## src/rtl/collision_detector_if.sv

```systemverilog
// Sprite move/collision handshake plus obstacle-map read port for collision_detector.
// COLLISION_SPRITE_EN adds the second-sprite position signals.
interface collision_detector_if;
  logic        check_start;
  logic [8:0]  x_pos;
  logic [7:0]  y_pos;
  logic [2:0]  direction;
  logic [16:0] map_address;
  logic        map_data;
  logic        busy;
  logic        collision;
  logic        check_done;
`ifdef COLLISION_SPRITE_EN
  logic [8:0]  other_x;
  logic [7:0]  other_y;

  modport master (
    output check_start, x_pos, y_pos, direction, other_x, other_y, map_data,
    input  map_address, busy, collision, check_done
  );
  modport slave (
    input  check_start, x_pos, y_pos, direction, other_x, other_y, map_data,
    output map_address, busy, collision, check_done
  );
`else
  modport master (
    output check_start, x_pos, y_pos, direction, map_data,
    input  map_address, busy, collision, check_done
  );
  modport slave (
    input  check_start, x_pos, y_pos, direction, map_data,
    output map_address, busy, collision, check_done
  );
`endif
endinterface

```

## src/rtl/collision_detector.sv

```systemverilog
// Probes the one-pixel strip a sprite would move into (obstacle RAM + screen bounds) and reports collision.
// Optional macro COLLISION_SPRITE_EN adds a sprite-vs-sprite overlap test on the moved box.
module collision_detector #(
  parameter int unsigned SPRITE_SIZE = 16,
  parameter int unsigned SCREEN_W    = 320,
  parameter int unsigned SCREEN_H    = 240
) (
  input  logic               clock,
  input  logic               reset,
  collision_detector_if.slave bus
);
  localparam int IDX_W = $clog2(SPRITE_SIZE);
  localparam logic [IDX_W-1:0] IDX_LAST = IDX_W'(SPRITE_SIZE - 1);
  localparam logic [2:0] DIR_UP    = 3'b010;
  localparam logic [2:0] DIR_DOWN  = 3'b011;
  localparam logic [2:0] DIR_LEFT  = 3'b100;
  localparam logic [2:0] DIR_RIGHT = 3'b101;

  typedef enum logic [1:0] {S_IDLE, S_SCAN, S_DRAIN, S_DONE} state_t;

  state_t           state, next_state;
  logic [8:0]       x_lat;
  logic [7:0]       y_lat;
  logic [2:0]       dir_lat;
  logic [IDX_W-1:0] idx;
  logic             hit, rd_valid, ov_r;
  logic [16:0]      addr_r;
  logic             busy_r, done_r, collision_r;
  logic             is_move, edge_block, ov_s, hit_next;

  // Wide coordinates of strip pixel k so that overflow past the screen edge stays visible.
  function automatic logic [18:0] probe_xy(input logic [8:0] x, input logic [7:0] y,
                                           input logic [2:0] dir, input logic [IDX_W-1:0] k);
    logic [9:0] px;
    logic [8:0] py;
    px = {1'b0, x};
    py = {1'b0, y};
    case (dir)
      DIR_UP:    begin px = {1'b0, x} + 10'(k);           py = {1'b0, y} - 9'd1;          end
      DIR_DOWN:  begin px = {1'b0, x} + 10'(k);           py = {1'b0, y} + 9'(SPRITE_SIZE); end
      DIR_LEFT:  begin px = {1'b0, x} - 10'd1;            py = {1'b0, y} + 9'(k);         end
      DIR_RIGHT: begin px = {1'b0, x} + 10'(SPRITE_SIZE); py = {1'b0, y} + 9'(k);         end
      default:   begin px = {1'b0, x};                    py = {1'b0, y};                 end
    endcase
    probe_xy = {py, px};
  endfunction

  function automatic logic [16:0] probe_addr(input logic [8:0] x, input logic [7:0] y,
                                             input logic [2:0] dir, input logic [IDX_W-1:0] k);
    logic [18:0] xy;
    xy = probe_xy(x, y, dir, k);
    probe_addr = {xy[17:10], xy[8:0]};
  endfunction

  function automatic logic probe_oob(input logic [8:0] x, input logic [7:0] y,
                                     input logic [2:0] dir, input logic [IDX_W-1:0] k);
    logic [18:0] xy;
    xy = probe_xy(x, y, dir, k);
    probe_oob = (xy[9:0] >= 10'(SCREEN_W)) || (xy[18:10] >= 9'(SCREEN_H));
  endfunction

`ifdef COLLISION_SPRITE_EN
  localparam logic signed [10:0] SZ = 11'(SPRITE_SIZE);

  function automatic logic overlap(input logic [8:0] x, input logic [7:0] y, input logic [2:0] dir,
                                   input logic [8:0] ox, input logic [7:0] oy);
    logic signed [10:0] mx, my, dx, dy;
    mx = $signed({2'b00, x});
    my = $signed({3'b000, y});
    case (dir)
      DIR_UP:    my = my - 11'sd1;
      DIR_DOWN:  my = my + 11'sd1;
      DIR_LEFT:  mx = mx - 11'sd1;
      DIR_RIGHT: mx = mx + 11'sd1;
      default:   mx = mx;
    endcase
    dx = mx - $signed({2'b00, ox});
    dy = my - $signed({3'b000, oy});
    overlap = (dx < SZ) && (dx > -SZ) && (dy < SZ) && (dy > -SZ);
  endfunction

  assign ov_s = overlap(bus.x_pos, bus.y_pos, bus.direction, bus.other_x, bus.other_y)
                && (bus.direction >= DIR_UP);
`else
  assign ov_s = 1'b0;
`endif

  // Moves that would leave the screen are answered immediately without touching the RAM.
  always_comb begin
    is_move    = (bus.direction >= DIR_UP) && (bus.direction <= DIR_RIGHT);
    edge_block = 1'b0;
    case (bus.direction)
      DIR_UP:    edge_block = (bus.y_pos == 8'd0);
      DIR_DOWN:  edge_block = (({1'b0, bus.y_pos} + 9'(SPRITE_SIZE)) > 9'(SCREEN_H - 1));
      DIR_LEFT:  edge_block = (bus.x_pos == 9'd0);
      DIR_RIGHT: edge_block = (({1'b0, bus.x_pos} + 10'(SPRITE_SIZE)) > 10'(SCREEN_W - 1));
      default:   edge_block = 1'b0;
    endcase
  end

  // Next-state logic.
  always_comb begin
    next_state = state;
    case (state)
      S_IDLE: begin
        if (bus.check_start) begin
          if (is_move && !edge_block) next_state = S_SCAN;
          else                        next_state = S_DONE;
        end else begin
          next_state = S_IDLE;
        end
      end
      S_SCAN: begin
        if (idx == IDX_LAST) next_state = S_DRAIN;
        else                 next_state = S_SCAN;
      end
      S_DRAIN: next_state = S_DONE;
      S_DONE:  next_state = S_IDLE;
      default: next_state = S_IDLE;
    endcase
  end

  // Accumulated hit including the RAM word returning this cycle and an off-screen strip pixel.
  always_comb begin
    hit_next = hit | (rd_valid & bus.map_data);
    if (state == S_SCAN) hit_next = hit_next | probe_oob(x_lat, y_lat, dir_lat, idx);
    else                 hit_next = hit_next;
  end

  // State register, request latch, scan address generation and registered results.
  always_ff @(posedge clock) begin
    if (reset) begin
      state       <= S_IDLE;
      x_lat       <= 9'd0;
      y_lat       <= 8'd0;
      dir_lat     <= 3'd0;
      idx         <= '0;
      hit         <= 1'b0;
      rd_valid    <= 1'b0;
      ov_r        <= 1'b0;
      addr_r      <= 17'd0;
      busy_r      <= 1'b0;
      done_r      <= 1'b0;
      collision_r <= 1'b0;
    end else begin
      state    <= next_state;
      busy_r   <= (next_state != S_IDLE);
      done_r   <= (next_state == S_DONE);
      rd_valid <= (state == S_SCAN);
      case (state)
        S_IDLE: begin
          if (bus.check_start) begin
            x_lat   <= bus.x_pos;
            y_lat   <= bus.y_pos;
            dir_lat <= bus.direction;
            idx     <= '0;
            hit     <= 1'b0;
            ov_r    <= ov_s;
            if (next_state == S_SCAN)
              addr_r <= probe_addr(bus.x_pos, bus.y_pos, bus.direction, '0);
            else
              collision_r <= (is_move & edge_block) | ov_s;
          end
        end
        S_SCAN: begin
          idx <= idx + 1'b1;
          hit <= hit_next;
          if (idx != IDX_LAST) addr_r <= probe_addr(x_lat, y_lat, dir_lat, idx + 1'b1);
        end
        S_DRAIN: begin
          hit         <= hit_next;
          collision_r <= hit_next | ov_r;
        end
        default: hit <= hit;
      endcase
    end
  end

  assign bus.map_address = addr_r;
  assign bus.busy        = busy_r;
  assign bus.check_done  = done_r;
  assign bus.collision   = collision_r;
endmodule

```

## src/flat_wrapper.sv

```systemverilog
// flat-port wrapper written by rule: the top's interface ports become plain ports
module collision_detector_flat 
#(
  parameter int unsigned SPRITE_SIZE = 16,
  parameter int unsigned SCREEN_W    = 320,
  parameter int unsigned SCREEN_H    = 240
)
  (clock, reset, bus_check_start, bus_x_pos, bus_y_pos, bus_direction, bus_map_data, bus_map_address, bus_busy, bus_collision, bus_check_done);
  collision_detector_if bus_i ();
  input  logic clock;
  input  logic reset;
  input wire logic [$bits(bus_i.check_start)-1:0] bus_check_start;
  input wire logic [$bits(bus_i.x_pos)-1:0] bus_x_pos;
  input wire logic [$bits(bus_i.y_pos)-1:0] bus_y_pos;
  input wire logic [$bits(bus_i.direction)-1:0] bus_direction;
  input wire logic [$bits(bus_i.map_data)-1:0] bus_map_data;
  output wire logic [$bits(bus_i.map_address)-1:0] bus_map_address;
  output wire logic [$bits(bus_i.busy)-1:0] bus_busy;
  output wire logic [$bits(bus_i.collision)-1:0] bus_collision;
  output wire logic [$bits(bus_i.check_done)-1:0] bus_check_done;
  assign bus_i.check_start = bus_check_start;
  assign bus_i.x_pos = bus_x_pos;
  assign bus_i.y_pos = bus_y_pos;
  assign bus_i.direction = bus_direction;
  assign bus_i.map_data = bus_map_data;
  assign bus_map_address = bus_i.map_address;
  assign bus_busy = bus_i.busy;
  assign bus_collision = bus_i.collision;
  assign bus_check_done = bus_i.check_done;
  collision_detector #(.SPRITE_SIZE(SPRITE_SIZE), .SCREEN_W(SCREEN_W), .SCREEN_H(SCREEN_H)) u_core (.clock(clock), .reset(reset), .bus(bus_i));
endmodule
```

## config.mk

```make
export PLATFORM = sky130hd
export DESIGN_NAME = collision_detector_flat
export DESIGN_NICKNAME = d
export VERILOG_FILES = /design/src/rtl/collision_detector_if.sv /design/src/rtl/collision_detector.sv /design/src/flat_wrapper.sv
export SDC_FILE = /design/constraint.sdc
export NUM_CORES = 1
export LEC_CHECK = 0
export CAP_MARGIN = 20
export CORE_MARGIN = 2
export CORE_UTILIZATION = 45
export CTS_CLUSTER_DIAMETER = 60
export DETAILED_ROUTE_END_ITERATION = 10
export PLACE_DENSITY = 0.65
export SYNTH_ARGS = -nofsm -noshare
export SYNTH_HDL_FRONTEND = slang
export SYNTH_SLANG_ARGS = --single-unit
export TNS_END_PERCENT = 5
```

## constraint.sdc

```tcl
create_clock -name clock -period 3.5 [get_ports clock]
set_input_delay 0.525 -clock clock [delete_from_list [all_inputs] [get_ports clock]]
set_output_delay 0.525 -clock clock [all_outputs]
set_load 0.05 [all_outputs]
```

==> qor.yml, run 1 <==
synth.cell_area_um2: 4620
post_cts_buffers: 0
final_common_cell: "nand2_1"
antenna_found_initial: 0
final_net_count: 706
yosys_warnings: 0
use_met1_pct: 34.6
n_antenna_cell: 0
drive_above_1_share_pct: 6.21
startpoint: "u_core.idx[1]"
synthArstFlopShare_pct: 0
vias: 4608
critPathMaxStageDelay_ps: 500
worst_slew_pin_slew_ps: 922
core_area_um2: 9860
crit_path_end_kind: "flip-flop"
synth-main-ff-cell: "dfxtp_1"
r2r_slack_ps: 440
power.ir.vdd_worst_mv: 0.210
internal-power_mw: 1.20
syn-instance-count: 624
grt_usage_pct: 24.5
finalSetupTns_ps: 0
final_cells: 777
ys_ff_latch: 48
port_buffers: 43
grt_pass1_wl_um: 22000
setup_viol: 0
clk-insertion-delay-late_ps: 310
grt_overflow_total: 0
cts_buffer_depth: 2
cts_resized: 0
crit_path_start_kind: "flip-flop"
htreeDepth: 2
cts_tree: "built"
place_hpwl_um: 10500
dp.cells: 769
hp-class: "flip-flop to flip-flop"
slowest_stage: "dfxtp_1"
p_switching_mw: 0.803
clock_power_share_pct: 25.2
die_w_um: 105
cts-buffers-inserted: 5
cpMostUsedCell: "ha_1"
wl_per_cell_um: 17.5
p_seq_share_pct: 34.0
synth_area_leader_cell: "dfxtp_1"
drc: 0
rows: 36
path_cells: "ha_1 -> xor2_1 -> ha_1 -> o21a_1 -> and2_1 -> o311ai_0 -> o211ai_1 -> o21ai_0 -> nand2_1 -> a21oi_1"
timing.final.hold_violations: 0
postSynthAreaPerCell_um2: 7.40
vias_per_cell: 5.93
fin_crit_sh_pct: 87.5
dieArea_um2: 11100
fmax_ghz: 0.327
r2r-start: "u_core.idx[1]"
critPathKind: "flip-flop to flip-flop"
initial_core_util_pct: 46.8
routabilityCongestion: 0.929
reg2reg_to: "u_core.bus.map_address[12]"
grt_max_degree: 43
grtUsageMet2_pct: 38.5
wl_um: 13600
cts.clk_slew.worst_paths_ps: 100
synth.top_cell.area_share_pct: 20.8
synth_cell_type_count: 76
grt_pass1_vias: 4219
combPwrFrac_pct: 40.8
root_buffer: "clkbuf_8"
arrival_ps: 3310
netlist_top_cells_area: "dfxtp_1, ha_1, nand2_1"
ant_nets: 0
layout_min_cycle_time_ps: 3060
drt_iter0_markers: 361
hold_depth: 2
p_per_area_nw_per_um2: 383
die-height_um: 105
rsz0062_at_grt: "false"
drt_first_pass_iters: 5
status: "complete, no violations"
swShare_pct: 40.1
met3_usage_pct: 3.96
worstRegToRegCells: 10
crit_required_ps: 3740
seq_area_frac_synth_pct: 20.8
layout_common_cells: "nand2_1, a21oi_1, dfxtp_1, nor2_1, clkdlybuf4s50_1"
cp-endpoint: "u_core.bus.map_address[12]"
area_growth_pct: 13.3
clock_sink_count: 48
p_leak_nw: 1.98
finalClockSkew_ps: 6.97
maxCapViolCount: 0
slew_headroom_pct: 38.4
cts_hold_buf: 0
synth_nets: 687
busiest_layer: "met2"
synth_enable_flop_cells: 0
ios: 44
path_max_fanout: 7
drv_slew: 0
## through the flow
step                hold WS (ps)  utilization, %  instance area (µm²)  power [mW]  worst slack [ps]
CTS                          465            53.0                 5230        2.00               486
global route                 497            53.0                 5230        2.11               327
finish                       462            53.0                 5230        2.00               437
floorplan                    484               -                 4620        1.26              1020
detailed placement           452            51.6                 5090        1.50               366
global placement             447            51.6                 5090        1.48               464
## synthesized netlist by cell type (5+ instances only)
cell type and n:
ha_1 35, o211ai_1 15, nand3_1 17, nor2b_1 8
buf_2 12, a21o_1 5, xnor2_1 30, dfxtp_1 48
nor3_1 9, o21ai_0 24, a211o_1 7, o22ai_1 6
nand4_1 13, buf_1 5, a211oi_1 9, and3_1 7
nand2b_1 10, nor2_1 44, inv_1 34, clkbuf_1 19
xor2_1 8, a21oi_1 61, o21a_1 5, a22oi_1 8
nand2_1 91, nor4_1 7
## layout make-up
class,instances,area [µm²]
Sequential cell,48,961
Multi-Input combinational cell,496,3300
Clock inverter,3,68.8
Clock buffer,5,68.8
Timing Repair Buffer,56,528
Tap cell,133,166
Fill cell,975,4640
Inverter,36,135
## power by group through the flow
stage | Combinational [mW] | Clock (mW) | Sequential, mW
after global placement | 0.794 | 0 | 0.691
final | 0.816 | 0.505 | 0.681
after floorplan | 0.479 | 0 | 0.779
after global routing | 0.886 | 0.530 | 0.690
after CTS | 0.808 | 0.515 | 0.680
after detailed placement | 0.805 | 0 | 0.693
## logic make-up after synthesis
family / Yosys count / synth area share (%)
flops: 48 / 20.8
mux: 7 / 1.60
buf+inv: 80 / 7.70
compound gates: 178 / 26.2
simple gates: 234 / 25.2
fa+ha+maj: 39 / 11.2
xor+xnor: 38 / 7.21
## worst max-delay path, delay by kind of cell, from the launching register on
| kind | cells | cell delay [ps] |
|---|---|---|
| adder cells (fa/ha/maj) | 2 | 680 |
| flip-flops | 1 | 500 |
| AND/OR/NAND/NOR | 2 | 250 |
| AO/OA/AOI/OAI | 5 | 1230 |
| XOR/XNOR | 1 | 350 |
## metal layers
metal  vias to the layer above  part of all wire, %
met5                         -                    0
met2                       170                   45
li1                       2263                    -
met4                         0                  1.9
met3                        20                  6.7
met1                      2155                   46
## registers in the layout, summed over array words and instances, names as in the netlist, 2 cells and up
register / flops
u_core.y_lat: 8
u_core.dir_lat: 3
u_core.state: 2
u_core.bus.map_address: 17
u_core.x_lat: 9
u_core.idx: 4
## how the worst min path moves through the flow
| stage | from | endpoint | slack (ps) |
|---|---|---|---|
| after floorplan | u_core.hit | u_core.hit | 480 |
| after global placement | u_core.bus.map_address[0] | u_core.bus.map_address[0] | 450 |
| after detailed placement | u_core.bus.map_address[0] | u_core.bus.map_address[0] | 450 |
| after CTS | u_core.bus.map_address[0] | u_core.bus.map_address[0] | 460 |
| after global routing | u_core.bus.map_address[4] | u_core.bus.map_address[4] | 500 |
| final | u_core.bus.map_address[0] | u_core.bus.map_address[0] | 460 |
No activity file was read; power rests on OpenSTA's default activity.
==> run 2, diff against run 1 <==
CORE_UTILIZATION = 30   (was 45)
CTS_CLUSTER_SIZE = 20   (was default)
PLACE_DENSITY = default   (was 0.65)
SETUP_SLACK_MARGIN = 0.1   (was default)
==> run 2 against run 1 <==
Effect of this change:
- critical path depth did not move
- largest cell class unchanged
- sequential power up 0.7%
- clock power increased by 2%
- fmax rose by 5.7%
- flip-flop and latch count is the same
- power up 0.33%
- clock-buffer cell count stayed put
- via count decreased by 0.82%
- global-route usage down 7.5 points
- wire length rose by 2.8%
==> qor.yml, run 2 (same netlist as run 1, synthesis figures left out) <==
final_net_count: 704
drt_iter0_markers: 355
initial_core_util_pct: 30.5
finalClockSkew_ps: 5.93
layout_common_cells: "nand2_1, a21oi_1, dfxtp_1, nor2_1, clkdlybuf4s50_1"
crit_path_end_kind: "flip-flop"
maxCapViolCount: 0
place_ws_ps: 311
post-route-worst-setup-slack_ps: 602
crit_family: "compound AO/OA/AOI/OAI gates"
worstRegToRegCells: 10
drc: 0
met3_usage_pct: 1.54
cts_hold_buf: 0
r2r-start: "u_core.idx[1]"
grtUsageMet2_pct: 27.8
htreeDepth: 2
finalSetupTns_ps: 0
power.ir.vdd_worst_mv: 0.178
r2r_slack_ps: 600
p_leak_nw: 1.97
total_power_mw: 2.01
p_per_area_nw_per_um2: 380
fmax_ghz: 0.345
routabilityCongestion: 0.967
clk-insertion-delay-late_ps: 300
layout_min_cycle_time_ps: 2900
multiInputGateArea_um2: 3300
crit_path_start_kind: "input pin"
worst_slew_pin_slew_ps: 821
use_met1_pct: 23.9
reg2reg_to: "u_core.bus.map_address[6]"
core_area_um2: 15100
grt_overflow_total: 0
setup_viol: 0
drv_slew: 0
hp-class: "flip-flop to flip-flop"
critPathKind: "input pin to flip-flop"
root_buffer: "clkbuf_16"
grt_pass1_vias: 4075
die_w_um: 128
worst-path-buf-inv: 2
area_growth_pct: 14.5
cts_tree: "built"
ios: 44
path_cells: "clkdlybuf4s50_1 -> inv_1 -> ha_1 -> nor2b_2 -> a311o_1 -> a311oi_2 -> nand4_1 -> nand2_1 -> o211ai_1 -> o211a_1"
slew_headroom_pct: 45.1
crit_required_ps: 3700
grt_pass1_wl_um: 22200
wl_per_cell_um: 16.9
cts.clk_slew.worst_paths_ps: 80
dieArea_um2: 16400
fill_cells: 1588
vias: 4570
critPathMaxStageDelay_ps: 590
fin_crit_sh_pct: 82.8
n_antenna_cell: 0
rsz0062_at_grt: "false"
ant_nets: 0
drt_first_pass_iters: 5
drive_above_1_share_pct: 6.07
arrival_ps: 3100
rows: 45
place_hpwl_um: 10500
final_common_cell: "nand2_1"
die-height_um: 128
vias_per_cell: 5.51
cp-endpoint: "u_core.bus.map_address[5]"
largest_reg_flops: 17
path_depth: 10
grt_max_degree: 43
seq_area_um2: 961
port_buffers: 43
cts_buffer_depth: 2
cts-buffers-inserted: 5
slowest_stage: "clkdlybuf4s50_1"
post_cts_buffers: 0
cts_resized: 0
status: "complete, no violations"
antenna_found_initial: 0
wl_um: 14000
busiest_layer: "met2"
path_max_fanout: 13
timing.final.hold_violations: 0
startpoint: "bus_x_pos[5]"
grt_usage_pct: 17.1
fin_util_pct: 34.9
whs_ps: 466
clock_sink_count: 48
==> run 2: cell types whose count changed in the layout (fill, tap and decap cells not counted) <==
cell,previous run,this run
clkdlybuf4s50_1,43,42
buf_4,13,11
clkbuf_16,0,5
bufinv_16,2,0
buf_2,0,1
clkinvlp_4,0,1
clkinv_2,0,1
clkbuf_8,5,0
==> run 2: cell type report <==
cell class	instances	share of cell area, %
Tap cell	188	4.45
Timing Repair Buffer	54	9.61
Inverter	36	2.56
Clock buffer	5	2.37
Sequential cell	48	18.2
Multi-Input combinational cell	496	62.4
Clock inverter	3	0.402
==> run 2: how the worst min path moves through the flow <==
stage | from | endpoint | slack (ps) | cells past startpoint
detailed placement | u_core.bus.map_address[15] | u_core.bus.map_address[15] | 450 | 2
CTS | u_core.bus.map_address[1] | u_core.bus.map_address[1] | 470 | 2
global placement | u_core.bus.map_address[0] | u_core.bus.map_address[0] | 460 | 2
floorplan | u_core.hit | u_core.hit | 480 | 2
global route | u_core.bus.map_address[1] | u_core.bus.map_address[1] | 480 | 2
finish | u_core.bus.map_address[1] | u_core.bus.map_address[1] | 470 | 2
==> run 2: metal layers <==
metal	vias up	part of all wire (%)
met4	0	2.1
li1	2254	-
met5	-	0
met1	2160	47
met3	20	4.1
met2	136	47
==> run 2: worst min-delay path: cells and delay by family (launching register included) <==
kind	cells	cell delay, ps
flip-flops	1	320
AND/OR/NAND/NOR	1	50
AO/OA/AOI/OAI	1	50
==> run 2: power by group <==
| part | internal, mW | leakage, nW | switching [mW] |
|---|---|---|---|
| Combinational | 0.303 | 1.50 | 0.506 |
| Sequential | 0.605 | 0.394 | 0.0812 |
| Clock | 0.267 | 0.0702 | 0.246 |
==> run 2: through the flow <==
stage	instance area (µm²)	cells
global placement	5140	822
floorplan	4620	624
global route	5290	830
detailed placement	5140	822
finish	5290	830
CTS	5290	830
==> run 3, diff against run 2 <==
clock period = 2.7 ns   (was 3.5 ns; I/O delays follow)
==> run 3 against run 2 <==
Effect of this change:
- clock skew decreased by 0.64 ps
- critical path depth decreased by 1
- flip-flop and latch count unchanged
- global-route usage increased by 0.29 points
- combinational power increased by 46%
- wire length increased by 0.69%
- clock power increased by 51%
- sequential share of layout area decreased by 1.5 points
- sequential power increased by 24%
==> qor.yml, run 3 (same netlist as run 1, synthesis figures left out) <==
r2r_slack_ps: 210
crit_path_end_kind: "flip-flop"
post_cts_buffers: 0
use_met1_pct: 23.8
setup_viol: 0
core_area_um2: 15100
routabilityCongestion: 0.969
cp-endpoint: "u_core.bus.map_address[3]"
cts_buffer_depth: 2
clk-insertion-delay-late_ps: 300
drv_slew: 0
vias_per_cell: 5.27
drive_above_1_share_pct: 15.4
wl_per_cell_um: 15.9
cts.clk_slew.worst_paths_ps: 70
final_net_count: 762
grt_max_degree: 43
place_hpwl_um: 11000
final_common_cell: "nand2_1"
p_per_area_nw_per_um2: 483
critPathKind: "flip-flop to flip-flop"
rows: 45
arrival_ps: 2690
place_ws_ps: -90.4
area_growth_pct: 25.8
wl_um: 14100
startpoint: "u_core.idx[0]"
total_power_mw: 2.80
post-route-worst-setup-slack_ps: 209
status: "complete, no violations"
rsz0062_at_grt: "true"
cts-buffers-inserted: 5
grt_overflow_total: 0
reg2reg_to: "u_core.bus.map_address[3]"
finalClockSkew_ps: 5.29
p_leak_nw: 2.31
ios: 44
hp-class: "flip-flop to flip-flop"
initial_core_util_pct: 30.5
fmax_ghz: 0.402
busiest_layer: "met2"
slew_headroom_pct: 48.3
dieArea_um2: 16400
port_buffers: 43
ant_nets: 0
path_max_fanout: 5
die-height_um: 128
drt_first_pass_iters: 5
layout_common_cells: "nand2_1, buf_4, a21oi_1, dfxtp_1, nor2_1"
die_w_um: 128
grtUsageMet2_pct: 28.8
grt_usage_pct: 17.3
root_buffer: "clkbuf_16"
fin_util_pct: 38.3
clock_sink_count: 48
layout_min_cycle_time_ps: 2490
n_antenna_cell: 0
r2r-start: "u_core.idx[0]"
maxCapViolCount: 0
cts_tree: "built"
vias: 4684
drt_iter0_markers: 287
met3_usage_pct: 1.25
largest_reg_flops: 17
worst_slew_pin_slew_ps: 767
worstRegToRegCells: 9
power.ir.vdd_worst_mv: 0.258
htreeDepth: 2
fin_crit_sh_pct: 92.2
antenna_found_initial: 0
grt_pass1_vias: 4368
crit_path_start_kind: "flip-flop"
crit_required_ps: 2900
drc: 0
grt_pass1_wl_um: 22800
timing.final.hold_violations: 0
run 3: cell types whose count changed in the layout (fill, tap and decap cells not counted), moves of 2 or more:
cell	before	now
a211oi_1	9	7
a211oi_2	0	2
a21oi_1	61	59
a21oi_2	1	3
buf_4	11	69
dfxtp_1	48	45
dfxtp_2	0	2
o21ai_0	24	22
o21ai_1	1	3
run 3: worst min path at each step:
stage          slack (ps)                   endpoint                       from  cells past startpoint
2_1_floorplan         480                 u_core.hit                 u_core.hit                      2
6_report              460  u_core.bus.map_address[0]  u_core.bus.map_address[0]                      2
3_3_place_gp          440  u_core.bus.map_address[9]  u_core.bus.map_address[9]                      2
3_5_place_dp          450  u_core.bus.map_address[0]  u_core.bus.map_address[0]                      2
4_1_cts               460  u_core.bus.map_address[0]  u_core.bus.map_address[0]                      2
5_1_grt               480  u_core.bus.map_address[9]  u_core.bus.map_address[9]                      2
run 3: stage by stage:
stage	TNS [ps]	std cells	hold slack (ps)	cell area, µm²
final	0	888	456	5810
after detailed placement	-164	880	448	5570
after global placement	-59.1	880	441	5570
after global routing	0	888	479	5810
after CTS	0	888	458	5750
after floorplan	0	624	484	4620
run 3: layout make-up:
class	count	area, µm²
timing repair buffer	112	943
inverter	36	135
clock inverter	2	38.8
sequential	48	967
tap	188	235
clock buffer	6	139
multi-input combinational	496	3350
fill	1547	9340
run 3: power breakdown:
group	internal, mW	leakage [nW]	switching, mW
Clock	0.465	0.0871	0.308
Sequential	0.784	0.395	0.0692
Combinational	0.470	1.82	0.707
Total	1.72	2.31	1.08
run 3: per-layer routing:
| layer | up-vias | wire length [µm] |
|---|---|---|
| li1 | 2376 | - |
| met1 | 2171 | 6740 |
| met2 | 118 | 6490 |
| met3 | 19 | 509 |
| met4 | 0 | 369 |
| met5 | - | 0 |
run 3: critical path: stages (launching register included):
cell	delay, ps
dfxtp_4	360
ha_2	400
ha_1	250
a21o_1	180
a21oi_1	230
xnor2_1	100
mux2_2	270
o21ai_1	270
a2111oi_4	110
a31o_2	230
run 3: timing repair:
item,CTS,global route
resized for setup,1,14
pin swaps,0,3
endpoints found under the setup margin,2,18
hold buffers,0,0
==> edit (flow settings as in run 2) <==
Reset style: asynchronous (`reset`), changed in one clocked block.
--- a/src/rtl/collision_detector.sv
+++ b/src/rtl/collision_detector.sv
@@ -130,3 +130,3 @@
   // State register, request latch, scan address generation and registered results.
-  always_ff @(posedge clock) begin
+  always_ff @(posedge clock or posedge reset) begin
     if (reset) begin
Formal check against the unedited RTL: differs if reset is asserted again (counterexample within 4 cycles, from zero or initial values and one cycle with reset high); with reset held inactive, the same outputs for 4 cycles.
==> edit against run 2 <==
  * Die area increased by 3.4%
  * Area after synthesis increased by 3.5%
  * Synthesized cell count decreased by 3.8%
  * Cell count increased by 1.8%
  * Highest routed layer unchanged
  * Wire length increased by 3.3%
  * Setup slack got worse by 0.15 ns
  * Critical endpoint is now u_core.bus.map_address[15]
  * Final area increased by 6.3%
  * Critical path depth increased by 1
  * Sequential cell count unchanged
Power is not compared: it rests on default switching activity, and its combinational part moved more than twofold at a synthesized area within 25%.
==> edit: results (changes against run 2) <==
[grt]
grt_pass1_wl_um=23400  ; +5.4%
globalRouteTotalUtil=0.175  ; +0.00414
grt_pass1_vias=4410  ; +8.2%
grt_max_degree=49  ; +14%
antenna_found_initial=0  ; unchanged

[logic_synthesis]
ys_warn_count=0  ; unchanged
synth_common_cells=o21ai_0 (59), nand2_1 (52), dfrtp_1 (48)
synth_cell_type_count=69  ; -9.2%
synth_cells=600  ; -3.8%
ys_async_sr_fraction=1.00  ; +1.00
syn_nets=665  ; -3.2%
synth_area_leaders=dfrtp_1 (25%), ha_1 (9.7%), o21ai_0 (6.2%), nand2_1 (4.1%), a21oi_1 (3.5%)
ys_seq_area_frac=0.251  ; +0.0433

[clock_tree]
h-tree-depth=2  ; unchanged
cts-root-buf=clkbuf_16
post_cts.repair.setup_buffers=0  ; unchanged
cts.path.max_buffers=2  ; unchanged
cts_resized=0  ; unchanged
path_clk_slew_ns=0.07
numCtsBuffers=5  ; unchanged

[route]
wl_met1_um=6790  ; +2.9%
dr_wl_met2_um=6550  ; about the same
first_iter_violations=393  ; +11%
vias_per_cell=5.57  ; +1.1%
routedWlPerCell_um=17.1  ; +1.5%
wl_met3_um=835  ; +46%

[final_layout]
fin_nets=693  ; -1.6%
layout.cells.non_filler=845  ; +1.8%
fill_cells=1598  ; +0.63%
layout-drive-gt1-share=0.0715  ; +0.0108
largest_reg_flops=17  ; unchanged

[setup_path]
cp_max_fo=4  ; -9
crit_arrival_ns=3.23  ; +0.13 ns

[placed_design]
gp_congestion=0.933  ; -3.5%
dp.cells=836  ; +1.7%
io_buffers=43  ; unchanged
place.detailed.hpwl_um=10900  ; +4.4%

[pwr]
p_leak_uw=0.00227
ir_drop_v=0.000345

[sta]
skew_ns=0.00315  ; -0.00278 ns
maxSlewHeadroom=0.415  ; -0.0365

[status]
outcome=complete, no violations

[worst_hold_path]
hp-class=input port to asynchronous set/reset pin

[edit: cell count changes in the layout (fill, tap and decap cells not counted), moves of 9 or more]
cell	before	now
mux2_1	0	9
xnor2_1	30	10
mux2_2	3	13
a21oi_1	61	32
dfrtp_1	0	48
dfxtp_1	48	0
nand2_1	91	52
o21ai_0	24	59
o211ai_1	15	2
[edit: per-layer routing]
layer,vias to the layer above,GRT usage
met4,0,0.0620
li1,2273,-
met3,19,0.0127
met1,2248,0.251
met5,-,0
met2,166,0.276
[edit: path summary, 6_finish.rpt]
kind / start / endpoint / slack, ns / cells past startpoint
setup / recovery: u_core.idx[0] / u_core.bus.map_address[15] / 0.45 / 11
hold / removal: reset / u_core.bus.collision / 0.49 / 2
setup reg to reg: u_core.idx[0] / u_core.bus.map_address[15] / 0.45 / 11
hold reg to reg: u_core.bus.map_address[15] / u_core.bus.map_address[15] / 0.49 / 1
max in group asynchronous: reset / u_core.y_lat[1] / 2.53 / 3
min in group clock: u_core.bus.map_address[15] / u_core.bus.map_address[15] / 0.49 / 1
[edit: stage by stage]
step	setup WS, ns	cell area [um^2]
3_3_place_gp	0.389	5440
3_5_place_dp	0.292	5440
5_1_grt	0.310	5620
6_report	0.450	5620
2_1_floorplan	0.797	4780
4_1_cts	0.476	5600
[edit: logic make-up (layout without fill, tap and decap cells)]
kind of cell | Yosys count | after routing | synth area share
flops | 48 | 48 | 0.251
xor+xnor | 16 | 16 | 0.0293
simple gates | 202 | 202 | 0.221
buf+inv | 75 | 104 | 0.0613
compound gates | 190 | 190 | 0.259
fa+ha+maj | 41 | 41 | 0.114
mux | 28 | 28 | 0.0644
[edit: where the power goes]
group / internal (uW) / switching (uW) / leakage (uW)
clock: 291 / 238 / 0.0000779
combinational: 1440 / 2150 / 0.00161
sequential: 834 / 474 / 0.000581
total: 2570 / 2870 / 0.00227
[edit: layout make-up]
type | count | area, um^2 | area share
clock buffers | 6 | 139 | 0.0247
flip-flops and latches | 48 | 1200 | 0.214
well taps | 216 | 270 | 0.0481
clock inverters | 2 | 17.5 | 0.00312
multi-input cells | 477 | 3290 | 0.585
inverters | 37 | 139 | 0.0247
repair buffers | 59 | 563 | 0.100
[edit: worst max-delay path, cell delays in order (launching register included)]
cell	delay, ns
dfrtp_1	0.40
ha_1	0.24
nor2b_1	0.16
or2_2	0.36
ha_1	0.35
a21o_1	0.19
a21oi_1	0.21
nor3_1	0.09
a211oi_1	0.21
a2bb2oi_1	0.27
a21oi_1	0.14
mux2_1	0.31
